`config.mk`:
```
export PLATFORM = sky130hd
export DESIGN_NAME = btn_event_decoder_flat
export DESIGN_NICKNAME = d
export VERILOG_FILES = /design/src/rtl/btn_event_pkg.sv /design/src/rtl/btn_event_decoder_if.sv /design/src/rtl/btn_edge_detect.sv /design/src/rtl/btn_event_decoder.sv /design/src/flat_wrapper.sv
export SDC_FILE = /design/constraint.sdc
export NUM_CORES = 1
export LEC_CHECK = 0
export ABC_CLOCK_PERIOD_IN_PS = 1930
export CAP_MARGIN = 15
export CORE_UTILIZATION = 51
export CTS_CLUSTER_DIAMETER = 100
export DETAILED_ROUTE_END_ITERATION = 8
export PLACE_DENSITY_LB_ADDON = 0.12
export SETUP_SLACK_MARGIN = 0.2
export SKIP_CTS_REPAIR_TIMING = 1
export SYNTH_ARGS = -nofsm -noshare
export SYNTH_HDL_FRONTEND = slang
export SYNTH_HIERARCHICAL = 1
export SYNTH_SLANG_ARGS = --single-unit
```
`constraint.sdc`:
```
create_clock -name clk -period 1.93 [get_ports clk]
set_clock_uncertainty 0.1 [all_clocks]
set_input_delay 0.193 -clock clk [delete_from_list [all_inputs] [get_ports clk]]
set_output_delay 0.193 -clock clk [all_outputs]
set_load 0.1 [all_outputs]
```
`src/rtl/btn_event_pkg.sv`:
```
// Shared types and default timing constants for the button event decoder.
package btn_event_pkg;

   typedef enum logic [2:0] {
      IDLE           = 3'd0,
      PRESSED        = 3'd1,
      LONG_HELD      = 3'd2,
      WAIT_SECOND    = 3'd3,
      SECOND_PRESSED = 3'd4
   } state_t;

   localparam int DEF_CNT_W        = 12;
   localparam int DEF_LONG_TICKS   = 1000;
   localparam int DEF_DCLICK_TICKS = 250;

endpackage

```
`src/rtl/btn_event_decoder_if.sv`:
```
// Button level/timebase inputs and classified event outputs of the decoder.
interface btn_event_decoder_if;

   logic debounced_sig;
   logic tick;
   logic short_press;
   logic long_press;
   logic double_click;
   logic long_held;

   modport master (
      output debounced_sig, tick,
      input  short_press, long_press, double_click, long_held
   );

   modport slave (
      input  debounced_sig, tick,
      output short_press, long_press, double_click, long_held
   );

endinterface

```
`src/rtl/btn_edge_detect.sv`:
```
// Registers the debounced level and flags its rising and falling edges.
module btn_edge_detect (
   input  logic clk,
   input  logic rst,
   input  logic sig,
   output logic rise,
   output logic fall
);

   logic sig_prev;

   // NOTE: clocked state uses non-blocking (<=) so every register samples pre-edge values.
   always_ff @(posedge clk) begin
      if (rst) sig_prev <= 1'b0;
      else     sig_prev <= sig;
   end

   // Clearing sig_prev in reset makes a level held high across reset release look like a rise.
   assign rise = sig & ~sig_prev;
   assign fall = ~sig & sig_prev;

endmodule

```
`src/rtl/btn_event_decoder.sv`:
```
// Classifies debounced button activity into short/long/double-click pulses and a long-held level.
module btn_event_decoder
   import btn_event_pkg::*;
#(
   parameter int CNT_W        = DEF_CNT_W,
   parameter int LONG_TICKS   = DEF_LONG_TICKS,
   parameter int DCLICK_TICKS = DEF_DCLICK_TICKS
) (
   input logic                clk,
   input logic                rst,
   btn_event_decoder_if.slave bus
);

   localparam logic [CNT_W-1:0] LONG_LAST   = CNT_W'(LONG_TICKS - 1);
   localparam logic [CNT_W-1:0] DCLICK_LAST = CNT_W'(DCLICK_TICKS - 1);

   state_t           state_q, state_d;
   logic [CNT_W-1:0] cnt_q, cnt_d;
   logic             short_q, short_d;
   logic             long_q, long_d;
   logic             dclick_q, dclick_d;
   logic             rise, fall;

   btn_edge_detect u_edge (
      .clk  (clk),
      .rst  (rst),
      .sig  (bus.debounced_sig),
      .rise (rise),
      .fall (fall)
   );

   // NOTE: every always_comb output gets a default first, so no path can infer a latch.
   always_comb begin
      state_d  = state_q;
      cnt_d    = cnt_q;
      short_d  = 1'b0;
      long_d   = 1'b0;
      dclick_d = 1'b0;

      // Edges are tested before ticks so a coincident edge wins over a threshold tick.
      case (state_q)
         IDLE: begin
            if (rise) begin
               state_d = PRESSED;
               cnt_d   = '0;
            end
         end
         PRESSED: begin
            if (fall) begin
               state_d = WAIT_SECOND;
               cnt_d   = '0;
            end else if (bus.tick) begin
               if (cnt_q == LONG_LAST) begin
                  state_d = LONG_HELD;
                  cnt_d   = '0;
                  long_d  = 1'b1;
               end else begin
                  cnt_d = cnt_q + CNT_W'(1);
               end
            end
         end
         LONG_HELD: begin
            if (fall) begin
               state_d = IDLE;
               cnt_d   = '0;
            end
         end
         WAIT_SECOND: begin
            if (rise) begin
               state_d = SECOND_PRESSED;
               cnt_d   = '0;
            end else if (bus.tick) begin
               if (cnt_q == DCLICK_LAST) begin
                  state_d = IDLE;
                  cnt_d   = '0;
                  short_d = 1'b1;
               end else begin
                  cnt_d = cnt_q + CNT_W'(1);
               end
            end
         end
         SECOND_PRESSED: begin
            if (fall) begin
               state_d  = IDLE;
               cnt_d    = '0;
               dclick_d = 1'b1;
            end
         end
         default: begin
            state_d = IDLE;
            cnt_d   = '0;
         end
      endcase
   end

   always_ff @(posedge clk) begin
      if (rst) begin
         state_q  <= IDLE;
         cnt_q    <= '0;
         short_q  <= 1'b0;
         long_q   <= 1'b0;
         dclick_q <= 1'b0;
      end else begin
         state_q  <= state_d;
         cnt_q    <= cnt_d;
         short_q  <= short_d;
         long_q   <= long_d;
         dclick_q <= dclick_d;
      end
   end

   assign bus.short_press  = short_q;
   assign bus.long_press   = long_q;
   assign bus.double_click = dclick_q;
   assign bus.long_held    = (state_q == LONG_HELD);

endmodule

```
`src/flat_wrapper.sv`:
```
// flat-port wrapper written by rule: the top's interface ports become plain ports
module btn_event_decoder_flat import btn_event_pkg::*;
#(
   parameter int CNT_W        = DEF_CNT_W,
   parameter int LONG_TICKS   = DEF_LONG_TICKS,
   parameter int DCLICK_TICKS = DEF_DCLICK_TICKS
)
  (clk, rst, bus_debounced_sig, bus_tick, bus_short_press, bus_long_press, bus_double_click, bus_long_held);
  btn_event_decoder_if bus_i ();
  input logic clk;
  input logic rst;
  input wire logic [$bits(bus_i.debounced_sig)-1:0] bus_debounced_sig;
  input wire logic [$bits(bus_i.tick)-1:0] bus_tick;
  output wire logic [$bits(bus_i.short_press)-1:0] bus_short_press;
  output wire logic [$bits(bus_i.long_press)-1:0] bus_long_press;
  output wire logic [$bits(bus_i.double_click)-1:0] bus_double_click;
  output wire logic [$bits(bus_i.long_held)-1:0] bus_long_held;
  assign bus_i.debounced_sig = bus_debounced_sig;
  assign bus_i.tick = bus_tick;
  assign bus_short_press = bus_i.short_press;
  assign bus_long_press = bus_i.long_press;
  assign bus_double_click = bus_i.double_click;
  assign bus_long_held = bus_i.long_held;
  btn_event_decoder #(.CNT_W(CNT_W), .LONG_TICKS(LONG_TICKS), .DCLICK_TICKS(DCLICK_TICKS)) u_core (.clk(clk), .rst(rst), .bus(bus_i));
endmodule
```
Yosys cells after proc, flatten, opt, wreduce, memory -nomap -nowiden. Cells that the tools add are included.

Reductions and logical operators: 7. Equality and inequality tests: 12. $add $sub $neg: 1. Muxes and demuxes: 21. Bitwise logic cells: 8.

Operators with widths (count): $mux 12 (8); $pmux 12 s4 (1); $mux 3 (8); $add 12x1->12 const B (1); $eq 12x10->1 const B (1); $eq 12x8->1 const B (1); $pmux 3 s4 (1); $reduce_or 4->1 (2); $eq 3x2->1 const B (2); $ne 3x1->1 const B (2); $ne 3x2->1 const B (2); $not 1->1 (6); $reduce_and 6->1 (1); $ne 2x1->1 const B (2); $reduce_and 4->1 (1); $reduce_or 2->1 (2); $eq 3x1->1 const B (1); $eq 3x3->1 const B (1); $logic_not 3->1 (1); $mux 1 (3); $and 1x1->1 (2).

Output and inout port bits: 4. Register bits: 19. Logic and storage cells: 55.

Depth between registers and ports, before layout. Gate-level depths: netlist of run 1.

Depth after elaboration: 5. Gate-level depth with buffers: 8.

Cells and area by module. Netlist of run 1, hierarchy kept.

Modules (own cells, without submodules): btn_event_decoder (cells each 129, area an instance 1102.3 µm², times used 1); btn_edge_detect (cells each 4, area an instance 38.8 µm², times used 1).

Worst setup path before layout of run 1. No wires, ideal clock.

Kind: register to output. Start point: register u_core.state_q[1]. End point: output port bus_long_held. Cell stages (with the launch flop): 3. Slack: -1.034 ns. Data arrival time: 2.671 ns. Required time: 1.637 ns. Buffers on the path: 1. Cells stage by stage: dfxtp_1 > buf_4 > nor3b_1.

Word-level cells in the longest chain between the ends: 1.

Ends and longest elaborated chain: from (decl) (RTL line btn_event_decoder.sv:17) `state_t state_q, state_d;`; from (signal assigned) (RTL line btn_event_decoder.sv:104) `state_q <= state_d;`; $eq 3x2->1 (RTL line btn_event_decoder.sv:115) `assign bus.long_held = (state_q == LONG_HELD);`; to (decl) (RTL line flat_wrapper.sv:17) `output wire logic [$bits(bus_i.long_held)-1:0] bus_long_held;`.

Every way passes these cells.

Final worst setup path of run 1.
Start point: register u_core.state_q[1]. End point: register u_core.cnt_q[3].

Word-level cells in the longest chain between the ends: 4. Elaborated cells between the ends (all ways): 12.

Ends and longest elaborated chain: $eq 3x2->1 / $eq 3x3->1 (equally long branches) (RTL line btn_event_decoder.sv:41) `case (state_q)`; $reduce_or 2->1 (no line); $ne 2x1->1 (no line); $reduce_and 4->1 (no line); to (signal assigned) (RTL line btn_event_decoder.sv:105) `cnt_q <= cnt_d;`; to (decl) (RTL line btn_event_decoder.sv:18) `logic [CNT_W-1:0] cnt_q, cnt_d;`.

Several ways; a longest one is shown, not always the timed one. A chain may end at the register's enable or synchronous reset.

==> results.toml, run 1 <==
[run_status]
status = "finished, violations left"
violations = "negative setup slack"

[clock_network]
clkLatencyLatePin_ns = 0.30
tritoncts = "yes"
cts_max_path_buffers = 2
clk_pin_slew_ns = 0.12
root_buffer = "clkbuf_4"
cts.sinks = 19
h-tree-depth = 1
cts_buffers = 3

[floorplanning]
ios = 8
die_w_microns = 49.3
row_count = 16
dieArea_sq_um = 2430
die_y_microns = 49.3
core-area_sq_um = 2040
start_util_pct = 55.9

[critical_path]
worstSetupPathType = "register to register"
reg2reg_depth = 6
cp_top_family = "simple AND/OR/NAND/NOR gates"
crit_slowest_cell = "dfxtp_1"
r2r_setup_slack_ns = -0.26
worstSetupEndpointType = "register"
arrival_ns = 2.29
timing.rr.end = "u_core/cnt_q[3]"
r2r-start = "u_core/state_q[1]"
cp.depth = 6
cp.required_ns = 2.04
critPathBufInv = 1
critPathLaunchType = "register"
cp_max_fo = 9
path_cells = "and2b_1 > o41ai_4 > buf_4 > a21o_4 > or4_1 > a31oi_1"
slowest_delay_ns = 0.52

[placed_design]
io_buffers = 7
placedCellCount = 189
dpl_worst_slack_ns = -0.435
routabilityCongestion = 0.836
dp_hpwl_microns = 2080
dpl_cell_area_sq_um = 1480

[route]
drtIter0Drc = 60
drc_errors = 0
vias_per_cell = 6.28
detail-route-antenna-nets = 0
firstDrtPassIters = 4
post_drt_wl_per_cell_microns = 16.7
wirelength_microns = 3310
vias = 1244

[hold_path]
hold_end = "u_core/u_edge/sig_prev"
min_path_cells = 2
hp-start = "bus_debounced_sig"
holdCritPathClass = "input pin to register"

[final_layout]
layout_commonest_cell = "buf_4"
fin_area_sq_um = 1620
antenna_cells = 0
final_cell_mix = "buf_4, nand2_1, dfxtp_1"
synthToLayoutAreaGrowth_pct = 42.3
finalNonFillerCells = 198
drive_above_1_share_pct = 41.5
nets = 178

[global_routing]
grt_pass1_wl_microns = 4750
grt_start_max_net_pins = 20
grt_use_met3_pct = 3.74
grt_usage_pct = 25.4
busiest_layer = "met2"
grt_pass1_vias = 1069
grt_util_met1_pct = 32.3
globalRouteOverflowTotal = 0
antenna_found_initial = 0
use_met2_pct = 43.2

[sta]
clock.fmax_mhz = 458
max_slew.worst_pin.slew_ns = 0.370
fin_crit_ns = 2.19
hold_viol_final = 0
slew_violations = 0
slew_headroom_pct = 75.3
fin_setup_tns_ns = -1.03
rsz0062_at_grt = "true"
setup_viol = 10
timing.final.ws_setup_ns = -0.255
period_share_pct = 113
worst_hold_slack_ns = 0.125

[run]
maxCapViolations = 0

[synth]
ys_warn_count = 6
ys_top_cells_by_area = "dfxtp_1, nand3_1, or4_1, nand2_1, a31oi_1"
syn_avg_cell_area_sq_um = 8.58
yosysTopAreaCellShare_pct = 33.3
synth_area_sq_um = 1140
syn-num-nets = 139
synth-main-ff-cell = "dfxtp_1"
async_reset_ff_share_pct = 0
synth_largest_area_cell = "dfxtp_1"
seq_area_frac_synth_pct = 33.3
ys_types = 41
syn_inst = 133
ys_seq_elements = 19
synth_edf_count = 0

[pwr]
p_per_area_nw_per_um2 = 538
total_leakage_power_nw = 0.553
vdd_ir_drop_max_mv = 0.490
registers in the layout, summed over array words and instances (netlist names):
signal                   count
u_core/bus.short_press       1
u_core/cnt_q                12
u_core/u_edge/sig_prev       1
u_core/bus.long_press        1
u_core/bus.double_click      1
u_core/state_q               3
Yosys cell counts (3+ instances only):
library cell and instances:
clkbuf_1 3, a21oi_1 6, or3_1 4, inv_1 3, dfxtp_1 19, or4_1 7, nand3_1 11, nor4_1 3
nor2b_1 3, nor2_1 5, nand2_1 13, nor3_1 6, nand4b_1 4, nand2b_1 4, a31oi_1 6, a211oi_1 3
worst max path at each step:
stage / startpoint / endpoint / slack, ns
finish: u_core/state_q[1] / u_core/cnt_q[3] / -0.26
global route: u_core/state_q[1] / u_core/cnt_q[3] / -0.30
CTS: u_core/cnt_q[10] / u_core/state_q[1] / -0.15
detailed placement: bus_debounced_sig / u_core/cnt_q[5] / -0.43
global placement: bus_debounced_sig / u_core/cnt_q[4] / -0.36
floorplan: u_core/u_edge/sig_prev / u_core/state_q[1] / 0.12
final cells by class:
cell class	count	area, sq um
multi-input combinational	104	823
timing repair buffer	41	338
clock buffer	4	26.3
inverter	3	11.3
fill	125	418
tap	27	33.8
sequential	19	392
per-stage QoR:
stage | util, % | total power, W
after CTS | 74.0 | 0.000842
final | 79.5 | 0.000873
after global routing | 79.5 | 0.000908
after detailed placement | 72.7 | 0.000631
after global placement | 72.7 | 0.000624
after floorplan | - | 0.000571
power breakdown:
group | switching (W) | internal, W | total (W)
combinational | 0.000131 | 0.000120 | 0.000251
sequential | 0.0000124 | 0.000400 | 0.000413
clock | 0.000129 | 0.0000804 | 0.000210
per-layer routing:
layer | wire (microns) | part of all wire [%]
met1 | 1370 | 41
met2 | 1680 | 51
met3 | 203 | 6.1
met4 | 58 | 1.8
met5 | 0 | 0
logic make-up (layout without fill, tap and decap cells):
family	Yosys count	count (layout)	share of synthesized area, %
AND/OR/NAND/NOR	72	72	38.9
flip-flops	19	19	33.3
buffers and inverters	10	48	5.26
adder cells (fa/ha/maj)	2	2	2.19
multiplexers	1	1	0.987
AO/OA/AOI/OAI	29	29	19.3
Note: power is estimated with default switching activity, not from simulation.
==> inputs of run 2 (changes only) <==
- ABC_CLOCK_PERIOD_IN_PS: 1930 -> 2000
- clock period: 1.93 -> 2 ns (I/O delays scaled with it)
==> run 2 against run 1 <==
  * The run now ends clean
  * Routed wire length decreased by 5.8%
  * Power decreased by 0.38%
  * Core utilization decreased by 1.3 points
  * Critical path depth unchanged
  * Register-to-register slack improved by 0.26 ns
  * Clock power about the same
  * First-iteration DRC count decreased by 32%
  * Global-route usage decreased by 1.5 points
  * Die area unchanged
  * Sequential share of layout area increased by 0.49 points
  * Final area decreased by 1.7%
  * Setup slack improved by 0.26 ns
==> results.toml, run 2 (synthesis gave the netlist of run 1 again) <==
[placed_design]
dpl_cell_area_sq_um = 1400
placedCellCount = 181
io_buffers = 7
routabilityCongestion = 0.861
dp_hpwl_microns = 2010

[floorplanning]
ios = 8
die_w_microns = 49.3
start_util_pct = 55.9
row_count = 16
core-area_sq_um = 2040
die_y_microns = 49.3
dieArea_sq_um = 2430

[pwr]
seqPwrFrac_pct = 46.4
p_clk_share_pct = 23.9
p_per_area_nw_per_um2 = 545
p_int_w = 0.000589
switching_share_pct = 32.3
power_switching_w = 0.000281
vdd_ir_drop_max_mv = 0.397
p_comb_share_pct = 29.8
power_w = 0.000870
total_leakage_power_nw = 0.531

[global_routing]
grt_pass1_vias = 1004
grt_usage_pct = 23.9
grt_pass1_wl_microns = 4420
globalRouteOverflowTotal = 0
grt_start_max_net_pins = 15
antenna_found_initial = 0

[run_status]
status = "completed"

[route]
vias = 1162
wirelength_microns = 3120
drtIter0Drc = 41
firstDrtPassIters = 4
drc_errors = 0
detail-route-antenna-nets = 0
post_drt_wl_per_cell_microns = 16.3
vias_per_cell = 6.08

[final_layout]
antenna_cells = 0
layout_commonest_cell = "buf_4"
finalNonFillerCells = 191
synthToLayoutAreaGrowth_pct = 39.9
final_cell_mix = "buf_4, nand2_1, dfxtp_1"
fin_area_sq_um = 1600
ff_latch_area_sq_um = 393
final_util_pct = 78.2
regMostFlops = "u_core/cnt_q"
reg_top3 = "u_core/cnt_q x12, u_core/state_q x3"
largest_reg_flops = 12
drive_above_1_share_pct = 42.7
fill_cells = 152
multiInputGateArea_sq_um = 853
nets = 171

[clock_network]
clkLatencyLatePin_ns = 0.31
cts.sinks = 19
cts_buffers = 3
clk_pin_slew_ns = 0.12
cts_max_path_buffers = 2
root_buffer = "clkbuf_4"
h-tree-depth = 1
tritoncts = "yes"

[sta]
period_share_pct = 99.7
max_slew.worst_pin.slew_ns = 0.397
clock.fmax_mhz = 502
rsz0062_at_grt = "true"
slew_headroom_pct = 73.4
setup_viol = 0
fin_crit_ns = 1.99
slew_violations = 0
hold_viol_final = 0

[critical_path]
worstSetupEndpointType = "register"
arrival_ns = 2.14
critPathLaunchType = "register"
cp.required_ns = 2.15
cp_max_fo = 4
worstSetupPathType = "register to register"

[hold_path]
holdCritPathClass = "input pin to register"

[run]
maxCapViolations = 0
run 2: cell type report:
type,count,share of cell area [%]
sequential,19,24.6
clock inverter,1,0.313
tap,27,2.12
multi-input combinational,105,53.4
timing repair buffer,33,17.4
inverter,3,0.705
clock buffer,3,1.41
run 2: final timing paths:
check | from | depth (start not counted) | end | slack [ns]
hold / removal | bus_debounced_sig | 2 | u_core/u_edge/sig_prev | 0.13
setup reg to reg | u_core/cnt_q[0] | 6 | u_core/state_q[1] | 0.007
setup / recovery | u_core/cnt_q[0] | 6 | u_core/state_q[1] | 0.007
hold reg to reg | u_core/cnt_q[10] | 2 | u_core/cnt_q[10] | 0.43
run 2: per-layer routing:
metal / vias up / GRT usage, % / wire length (microns)
met5: - / 0 / 0
met4: 0 / 10.8 / 55
met3: 5 / 3.43 / 162
met2: 42 / 39.5 / 1550
met1: 546 / 30.4 / 1350
li1: 569 / - / -
run 2: power groups by stage:
stage / Clock, W / Combinational, W / Sequential [W]
final: 0.000208 / 0.000259 / 0.000403
after detailed placement: 0 / 0.000192 / 0.000409
after CTS: 0.000214 / 0.000193 / 0.000401
after global placement: 0 / 0.000188 / 0.000409
after floorplan: 0 / 0.000132 / 0.000405
after global routing: 0.000227 / 0.000277 / 0.000405
run 2: worst max-delay path, cell delays in order, from the launching register on:
cell and delay (ns):
dfxtp_4 0.40, ha_4 0.12, nand4b_1 0.17, o41ai_4 0.46, a21oi_4 0.13, or4_4 0.43, a21oi_2 0.13
run 2: metrics by stage:
step                setup TNS, ns  worst slack (ns)  hold slack, ns
detailed placement          -3.81            -0.350           0.384
floorplan                       0             0.188           0.164
global route               -0.130           -0.0737           0.125
finish                          0           0.00689           0.126
CTS                        -0.178           -0.0829           0.402
global placement            -3.42            -0.310           0.379
==> inputs of run 3 (changes only) <==
- CORE_UTILIZATION: 51 -> 54
- CTS_BUF_LIST: default -> sky130_fd_sc_hd__clkbuf_2 sky130_fd_sc_hd__clkbuf_4 sky130_fd_sc_hd__clkbuf_8
==> run 3 against run 2 <==
  * Final cell count grew 0.52%
  * Largest power group unchanged
  * Highest routed layer unchanged
  * Die area shrank 5.3%
  * Hold slack gained 0.0083 ns
  * Combinational power grew 4%
  * Clock power is essentially flat
  * Sequential power is essentially flat
  * Register-to-register slack lost 0.05 ns
  * Power grew 1.2%
  * Critical endpoint is now u_core/cnt_q[11]
  * Final area grew 0.55%
  * Routed wire length grew 8.9%
  * Flip-flop and latch count is the same
  * Global-route usage grew 2.1 points
  * The flow now finishes with violations (negative setup slack)
==> results.toml, run 3 (synthesis gave the netlist of run 1 again) <==
[pwr]
p_per_area_nw_per_um2 = 548
total_leakage_power_nw = 0.534
power_w = 0.000880
vdd_ir_drop_max_mv = 0.615

[final_layout]
layout_commonest_cell = "buf_4"
final_util_pct = 81.0
reg_top3 = "u_core/cnt_q x12, u_core/state_q x3"
nets = 172
antenna_cells = 0
drive_above_1_share_pct = 38.2
largest_reg_flops = 12
final_cell_mix = "buf_4, nand2_1, dfxtp_1"
finalNonFillerCells = 192
regMostFlops = "u_core/cnt_q"
synthToLayoutAreaGrowth_pct = 40.7

[hold_path]
holdCritPathClass = "input pin to register"
min_path_cells = 2
hold_end = "u_core/u_edge/sig_prev"
hp-start = "bus_debounced_sig"

[global_routing]
globalRouteOverflowTotal = 0
antenna_found_initial = 0
grt_start_max_net_pins = 16
grt_pass1_vias = 1011
grt_usage_pct = 26.0
grt_pass1_wl_microns = 4160

[clock_network]
h-tree-depth = 1
cts.sinks = 19
cts_buffers = 3
tritoncts = "yes"
cts_max_path_buffers = 2
root_buffer = "clkbuf_4"
clk_pin_slew_ns = 0.11
clkLatencyLatePin_ns = 0.30

[sta]
slew_violations = 0
rsz0062_at_grt = "true"
timing.final.ws_setup_ns = -0.0427
max_slew.worst_pin.slew_ns = 0.383
clock.fmax_mhz = 490
fin_crit_ns = 2.04
slew_headroom_pct = 74.3
setup_viol = 2
hold_viol_final = 0
period_share_pct = 102
fin_setup_tns_ns = -0.0471

[run_status]
violations = "negative setup slack"
status = "finished, violations left"

[critical_path]
cp.required_ns = 2.10
reg2reg_depth = 7
cp_max_fo = 8
r2r-start = "u_core/cnt_q[10]"
worstSetupEndpointType = "register"
path_cells = "nand4bb_4 > buf_4 > o31ai_4 > a21o_2 > buf_4 > o32ai_1 > a41o_1"
arrival_ns = 2.15
crit_top_cell = "buf_4"
crit_slowest_cell = "dfxtp_1"
r2r_setup_slack_ns = -0.04
critPathLaunchType = "register"
timing.rr.end = "u_core/cnt_q[11]"
worstSetupPathType = "register to register"
slowest_delay_ns = 0.34

[placed_design]
routabilityCongestion = 0.883
placedCellCount = 184
dp_hpwl_microns = 2100
io_buffers = 7

[route]
wirelength_microns = 3400
firstDrtPassIters = 4
vias_per_cell = 6.38
post_drt_wl_per_cell_microns = 17.7
vias = 1224
detail-route-antenna-nets = 0
drc_errors = 0
drtIter0Drc = 66

[floorplanning]
row_count = 16
die_w_microns = 48.0
die_y_microns = 48.0
dieArea_sq_um = 2300
ios = 8
core-area_sq_um = 1980
start_util_pct = 57.6

[run]
maxCapViolations = 0
-- run 3: cell types whose count changed in the layout (fill, tap and decap cells not counted), moves of 2 or more --
cell	before	now
a211oi_1	1	3
a211oi_2	2	0
dfxtp_1	11	13
dfxtp_2	7	4
nor3_2	2	0
buf_6	2	5
buf_4	27	24
-- run 3: through the flow --
step	hold WS (ns)	area, sq um	setup WS, ns
final	0.134	1610	-0.0427
after detailed placement	0.383	1440	-0.364
after global routing	0.135	1610	-0.0692
after global placement	0.375	1440	-0.312
after CTS	0.401	1470	-0.0478
after floorplan	0.164	1190	0.188
-- run 3: area by class of cell --
cell class,count,area [sq um]
clock buffers,4,30.0
fillers,118,377
inverters,3,11.3
multi-input cells,105,828
flip-flops and latches,19,393
well taps,27,33.8
repair buffers,34,309
-- run 3: worst max path at each step --
| stage | from | endpoint | slack, ns | cells past startpoint |
|---|---|---|---|---|
| 2_1_floorplan | u_core/u_edge/sig_prev | u_core/state_q[1] | 0.19 | 7 |
| 3_3_place_gp | bus_debounced_sig | u_core/cnt_q[4] | -0.31 | 7 |
| 3_5_place_dp | bus_debounced_sig | u_core/cnt_q[8] | -0.36 | 7 |
| 4_1_cts | u_core/cnt_q[0] | u_core/cnt_q[11] | -0.05 | 7 |
| 5_1_grt | u_core/cnt_q[10] | u_core/cnt_q[11] | -0.07 | 7 |
| 6_report | u_core/cnt_q[10] | u_core/cnt_q[11] | -0.04 | 7 |
-- run 3: worst max-delay path, delay by kind of cell (launching register included) --
| family | cells | cell delay (ns) |
|---|---|---|
| compound gates | 4 | 0.92 |
| buf+inv | 2 | 0.32 |
| flops | 1 | 0.34 |
| simple gates | 1 | 0.25 |
-- run 3: report_power, final --
part / total (W) / switching, W / internal (W)
clock network: 0.000211 / 0.000120 / 0.0000914
logic: 0.000269 / 0.000136 / 0.000133
registers: 0.000400 / 0.0000155 / 0.000385
-- run 3: metal layers --
| layer | GRT usage (%) | part of all wire, % | vias to the layer above |
|---|---|---|---|
| met2 | 46.5 | 53 | 49 |
| li1 | - | - | 571 |
| met3 | 4.15 | 5.1 | 13 |
| met5 | 0 | 0 | - |
| met4 | 11.7 | 2.2 | 0 |
| met1 | 30.2 | 40 | 591 |
